==> config.mk <==
export PLATFORM = sky130hd
export DESIGN_NAME = river_crossing_fsm
export DESIGN_NICKNAME = d
export VERILOG_FILES = /design/src/rtl/river_crossing_pkg.sv /design/src/rtl/crossing_hazard.sv /design/src/rtl/river_crossing_fsm.sv
export SDC_FILE = /design/constraint.sdc
export NUM_CORES = 1
export LEC_CHECK = 0
export ABC_AREA = 1
export ABC_CLOCK_PERIOD_IN_PS = 3000
export CORE_MARGIN = 1
export CORE_UTILIZATION = 35
export DETAILED_ROUTE_END_ITERATION = 6
export PLACE_DENSITY = 0.62
export SETUP_SLACK_MARGIN = 0.2
export SYNTH_ARGS = -nofsm -noshare
export SYNTH_HDL_FRONTEND = slang
export SYNTH_SLANG_ARGS = --single-unit
export TNS_END_PERCENT = 50
==> constraint.sdc <==
create_clock -name clk -period 3 [get_ports clk]
set_input_delay 0.3 -clock clk [delete_from_list [all_inputs] [get_ports clk]]
set_output_delay 0.3 -clock clk [all_outputs]
set_load 0.005 [all_outputs]
==> src/rtl/river_crossing_pkg.sv <==
// Shared definitions for the river crossing game: state encoding, default predation
// matrix and item indices.
package river_crossing_pkg;

  localparam logic [1:0] S_PLAY  = 2'd0;
  localparam logic [1:0] S_CHECK = 2'd1;
  localparam logic [1:0] S_LOST  = 2'd2;
  localparam logic [1:0] S_WON   = 2'd3;

  typedef enum logic [1:0] {
    StPlay  = S_PLAY,
    StCheck = S_CHECK,
    StLost  = S_LOST,
    StWon   = S_WON
  } state_e;

  // Bit i*3+j set means item i eats item j: fox eats goose, goose eats beans.
  localparam logic [8:0] EATS_DEFAULT = 9'h022;

  localparam int unsigned FOX   = 0;
  localparam int unsigned GOOSE = 1;
  localparam int unsigned BEANS = 2;

endpackage

==> src/rtl/crossing_hazard.sv <==
// Combinational predation check: flags any predator/prey pair left together on the bank
// opposite the farmer.
module crossing_hazard #(
  parameter int unsigned                     N_ITEMS = 3,
  parameter logic [N_ITEMS*N_ITEMS-1:0]      EATS    = 9'h022
) (
  input  logic               farmer_side,
  input  logic [N_ITEMS-1:0] item_side,
  output logic               hazard
);

  always_comb begin
    hazard = 1'b0;
    for (int i = 0; i < N_ITEMS; i++) begin
      for (int j = 0; j < N_ITEMS; j++) begin
        if ((i != j) && EATS[i*N_ITEMS+j] && (item_side[i] == item_side[j]) &&
            (farmer_side != item_side[i])) begin
          hazard = 1'b1;
        end
      end
    end
  end

endmodule

==> src/rtl/river_crossing_fsm.sv <==
// River crossing game tracker: applies one move per handshake, then checks for a loss or win.
// Optional one-step undo is enabled by defining RIVER_CROSSING_UNDO_EN.
module river_crossing_fsm
  import river_crossing_pkg::*;
#(
  parameter int unsigned                N_ITEMS = 3,
  parameter logic [N_ITEMS*N_ITEMS-1:0] EATS    = EATS_DEFAULT,
  parameter int unsigned                CNT_W   = 8,
  parameter int unsigned                ITEM_W  = 2
) (
  input  logic               clk,
  input  logic               reset,
  input  logic               move_valid,
  input  logic [ITEM_W-1:0]  move_item,
`ifdef RIVER_CROSSING_UNDO_EN
  input  logic               undo,
`endif
  output logic               move_ready,
  output logic               move_err,
  output logic               farmer_side,
  output logic [N_ITEMS-1:0] item_side,
  output logic               eaten,
  output logic               won,
  output logic [CNT_W-1:0]   move_count
);

  state_e             state_q, state_d;
  logic               farmer_q, farmer_d;
  logic [N_ITEMS-1:0] items_q, items_d;
  logic [CNT_W-1:0]   count_q, count_d;
  logic               err_q, err_d;
  logic               ready_q, ready_d;
  logic               eaten_q, eaten_d;
  logic               won_q, won_d;
  logic [N_ITEMS-1:0] carry_mask;
  logic               legal;
  logic               hazard;

`ifdef RIVER_CROSSING_UNDO_EN
  logic               hist_valid_q, hist_valid_d;
  logic               hist_farmer_q, hist_farmer_d;
  logic [N_ITEMS-1:0] hist_items_q, hist_items_d;
  logic [CNT_W-1:0]   hist_count_q, hist_count_d;
`endif

  crossing_hazard #(
    .N_ITEMS(N_ITEMS),
    .EATS   (EATS)
  ) u_hazard (
    .farmer_side(farmer_q),
    .item_side  (items_q),
    .hazard     (hazard)
  );

  always_comb begin
    carry_mask = '0;
    for (int i = 0; i < N_ITEMS; i++) begin
      if (move_item == ITEM_W'(i)) carry_mask[i] = 1'b1;
    end
    // Out-of-range items decode to an empty mask and are rejected.
    legal = (move_item == ITEM_W'(N_ITEMS)) ||
            ((|carry_mask) && ((items_q & carry_mask) == ({N_ITEMS{farmer_q}} & carry_mask)));
  end

  always_comb begin
    state_d  = state_q;
    farmer_d = farmer_q;
    items_d  = items_q;
    count_d  = count_q;
    err_d    = 1'b0;
`ifdef RIVER_CROSSING_UNDO_EN
    hist_valid_d  = hist_valid_q;
    hist_farmer_d = hist_farmer_q;
    hist_items_d  = hist_items_q;
    hist_count_d  = hist_count_q;
`endif
    unique case (state_q)
      StPlay: begin
        if (move_valid) begin
          if (legal) begin
            farmer_d = ~farmer_q;
            items_d  = items_q ^ carry_mask;
            count_d  = (count_q == {CNT_W{1'b1}}) ? count_q : count_q + CNT_W'(1);
            state_d  = StCheck;
`ifdef RIVER_CROSSING_UNDO_EN
            hist_valid_d  = 1'b1;
            hist_farmer_d = farmer_q;
            hist_items_d  = items_q;
            hist_count_d  = count_q;
`endif
          end else begin
            err_d = 1'b1;
          end
        end
      end
      StCheck: begin
        if (hazard) begin
          state_d = StLost;
        end else if (farmer_q && (&items_q)) begin
          state_d = StWon;
        end else begin
          state_d = StPlay;
        end
      end
      default: ;
    endcase
`ifdef RIVER_CROSSING_UNDO_EN
    // Undo overrides any move accepted in the same cycle.
    if (undo && hist_valid_q && ((state_q == StPlay) || (state_q == StLost))) begin
      farmer_d     = hist_farmer_q;
      items_d      = hist_items_q;
      count_d      = hist_count_q;
      err_d        = 1'b0;
      state_d      = StPlay;
      hist_valid_d = 1'b0;
    end
`endif
    ready_d = (state_d == StPlay);
    eaten_d = (state_d == StLost);
    won_d   = (state_d == StWon);
  end

  always_ff @(posedge clk) begin
    if (reset) begin
      state_q  <= StPlay;
      farmer_q <= 1'b0;
      items_q  <= '0;
      count_q  <= '0;
      err_q    <= 1'b0;
      ready_q  <= 1'b1;
      eaten_q  <= 1'b0;
      won_q    <= 1'b0;
`ifdef RIVER_CROSSING_UNDO_EN
      hist_valid_q  <= 1'b0;
      hist_farmer_q <= 1'b0;
      hist_items_q  <= '0;
      hist_count_q  <= '0;
`endif
    end else begin
      state_q  <= state_d;
      farmer_q <= farmer_d;
      items_q  <= items_d;
      count_q  <= count_d;
      err_q    <= err_d;
      ready_q  <= ready_d;
      eaten_q  <= eaten_d;
      won_q    <= won_d;
`ifdef RIVER_CROSSING_UNDO_EN
      hist_valid_q  <= hist_valid_d;
      hist_farmer_q <= hist_farmer_d;
      hist_items_q  <= hist_items_d;
      hist_count_q  <= hist_count_d;
`endif
    end
  end

  assign move_ready  = ready_q;
  assign move_err    = err_q;
  assign farmer_side = farmer_q;
  assign item_side   = items_q;
  assign eaten       = eaten_q;
  assign won         = won_q;
  assign move_count  = count_q;

endmodule

==> metrics.md <==
| Metric | Value |
|---|---|
| Result of the run | complete, no violations |
| Longest Clk Path Bufs | 2 |
| WS Path Type | in -> reg |
| Number of instances resized during post-cts repair | 0 |
| Final GP Congestion | 0.743 |
| Clock sink total | 18 |
| Pin slew with the least headroom to its limit | 0.389 ns |
| Routed via count | 917 |
| Post-route DRC violation count | 0 |
| Minimum clock period | 1.81 ns |
| Maximum operating frequency | 553 MHz |
| Area growth syn-to-layout | 25.7% |
| Fraction of layout cells with a size suffix above 1 | 0.0823 |
| Final Util | 0.479 |
| Die span in x | 54.9 µm |
| Clock tree from TritonCTS | done |
| Placeable core region | 2570 µm² |
| Number of global-route vias before repair | 807 |
| Wire length per cell after detailed routing | 10.7 µm |
| Number of DRC violations after detailed-routing iteration 0 | 20 |
| Post-Synthesis Mean Instance Area | 7.14 µm² |
| DIE AREA | 3010 µm² |
| Max-slew headroom | 0.740 |
| Setup violations, final | 0 |
| Dpl cell area | 1210 µm² |
| Number of warnings issued by yosys | 0 |
| Peak ir drop on the vdd network | 0.000313 V |
| Count of buffers from port buffering | 20 |
| Sequential share of power | 0.516 |
| H-tree levels | 1 |
| Crit start category | primary input |
| Cell breakdown of the critical path | clkdlybuf4s50_1, inv_2, nor2_1, ha_1, nand4_1, nand2_1, nand3_2, nand2_4, nand3_4, nand2_1, a21oi_1 |
| Post-synth top flop | sky130_fd_sc_hd__dfxtp_1 |
| HPWL reported at the end of detailed placement | 1.50 mm |
| Count of unique library cells instantiated by Yosys | 23 |
| Clock-pin slew on the worst setup and hold paths | 0.10 ns |
| Antenna diode instance count | 0 |
| Final number of hold-violating endpoints | 0 |
| I/O pin cnt | 21 |
| Yosys top cell by area | sky130_fd_sc_hd__dfxtp_1 |
| Largest stage delay on the critical path | 0.60 ns |
| Number of nets in the layout | 170 |
| Synth top cells by count | sky130_fd_sc_hd__nand2_1 (31), sky130_fd_sc_hd__nor2_1 (21), sky130_fd_sc_hd__dfxtp_1 (18) |
| CTS hold repair buffers | 0 |
| Area share of the largest cell type after synthesis | 0.368 |
| FFs w/ async S/R, synth | 0 |
| Total non-filler cell area in the finished layout | 1230 µm² |
| Total CTS buffers | 3 |
| Met2 Routed Length | 955 µm |
| Via/cell ratio | 4.88 |
| Setup repair after global routing missed its margin | no |
| Share of the clock period used by the worst path | 0.603 |
| Root Driver | sky130_fd_sc_hd__clkbuf_4 |
| Post-Route WL | 2.01 mm |
| Cells after Synth | 137 |
| Critical Path Sink Type | flop |
| Area of the mapped netlist | 978 µm² |
| Share of power burned in combinational logic | 0.265 |
| Summed negative setup slack over all endpoints | 0 ns |
| Cell Pwr Density | 440 nW/µm² |
| Number of synthesized flops with an enable pin | 0 |
| Required time of the critical path | 3.17 ns |
| Biggest area contributors in the synthesized netlist | sky130_fd_sc_hd__dfxtp_1 (37%), sky130_fd_sc_hd__nand2_1 (12%), sky130_fd_sc_hd__nor2_1 (8.1%) |
| Max-cap violations | 0 |
| Buffers plus inverters on the worst setup path | 2 |
| Register bit count reported by yosys | 18 |
| Power spent charging and discharging nets | 0.000172 W |
| Total global-route track usage | 0.158 |
| Most common cell in the synthesized netlist | sky130_fd_sc_hd__nand2_1 |
| Wire length of the first global-routing pass | 3.33 mm |
| Static Leak | 0.552 nW |
| Worst hold margin | 0.515 ns |
| Wire length on met3 | 50 µm |
| Skew final | 0.000554 ns |
| Clk_lat worst skew | 0.28 ns |
| Total internal power | 0.000370 W |
| Initial Utilization | 0.381 |
| Overall die height | 54.9 µm |
| Post-CTS Setup Bufs | 0 |
| Share of total power in the clock network | 0.219 |
| Worst Path Arrival | 1.97 ns |
| Most Frequent Cell on Critical Path | sky130_fd_sc_hd__nand2_1 |
| Pin count of the biggest net entering global routing | 12 |
| Share of the yosys chip area belonging to registers | 0.368 |
| Total congestion overflow | 0 |
| CP max FO | 10 |
| Antenna Nets Post-Route | 0 |
| Max stage delay cell, worst path | sky130_fd_sc_hd__clkdlybuf4s50_1 |
| Share of total power consumed by net switching | 0.317 |
| Slew Limit Fails | 0 |
| Standard-cell row count | 18 |
| Hold Path Class | reg -> reg |
| Post-Syn Nets | 147 |
| Initial antenna violation count | 0 |
| Category of cells accounting for the largest share of critical-path delay | simple AND/OR/NAND/NOR gates |
| Top Metal Used | met4 |
| Total routed wire length on the met1 layer | 985 µm |
| Drt pass-1 iters | 4 |
## cell type report
class / count / area [µm²]
Clock buffer: 3 / 22.5
Fill cell: 276 / 1340
Inverter: 17 / 63.8
Multi-Input combinational cell: 100 / 546
Sequential cell: 18 / 360
Tap cell: 30 / 37.5
Timing Repair Buffer: 20 / 200
## layout by cell type, fill, tap and decap left out, drive strengths merged
cell	netlist	routed
ha	5	5
nor3	1	1
xor2	5	5
o21ai	5	5
clkbuf	1	3
clkdlybuf4s50	0	20
nand3b	1	1
nand2	33	33
nand3	11	11
clkinv	1	1
a21oi	8	8
inv	16	16
dfxtp	18	18
o22ai	1	1
nand4	8	8
nor2	22	22
## worst min-delay path: stages, from the launching register on
cell and delay (ns):
sky130_fd_sc_hd__dfxtp_1 0.35, sky130_fd_sc_hd__nand2_1 0.07, sky130_fd_sc_hd__a21oi_1 0.05
## worst paths after layout
path / start / end / slack [ns] / depth (start not counted)
max reg2reg: move_count[0] / move_count[2] / 1.46 / 7
min: move_count[3] / move_count[3] / 0.52 / 2
min reg2reg: move_count[3] / move_count[3] / 0.52 / 2
max: move_item[0] / move_count[2] / 1.19 / 11
## through the flow
step	power (W)	std cells	setup slack [ns]
after floorplan	0.000372	137	1.63
after global placement	0.000424	185	0.947
after detailed placement	0.000429	185	0.887
after CTS	0.000548	188	1.19
after global routing	0.000582	188	1.03
final	0.000542	188	1.19
## flip-flops by register name, indices dropped and copies added, names as in the netlist
| register | flops |
|---|---|
| eaten | 1 |
| farmer_side | 1 |
| item_side | 3 |
| move_count | 8 |
| move_err | 1 |
| move_ready | 1 |
| state_q | 2 |
| won | 1 |
## power by group through the flow
stage	registers, W	clock network, W	logic [W]
after global routing	0.000283	0.000136	0.000163
final	0.000280	0.000119	0.000143
after global placement	0.000284	0	0.000141
after detailed placement	0.000285	0	0.000144
after CTS	0.000280	0.000124	0.000144
after floorplan	0.000279	0	0.0000930
## cell families after synthesis
kind of cell,count (synthesis),share of synthesized area
buffers and inverters,19,0.0742
AO/OA/AOI/OAI,14,0.0767
AND/OR/NAND/NOR,76,0.372
XOR/XNOR,5,0.0448
flip-flops,18,0.368
adder cells (fa/ha/maj),5,0.0639
## per-layer routing
metal | track usage | vias up
li1 | - | 490
met1 | 0.197 | 413
met2 | 0.255 | 12
met3 | 0.0333 | 2
met4 | 0.0769 | 0
met5 | 0 | -
No activity file was read; power rests on OpenSTA's default activity.
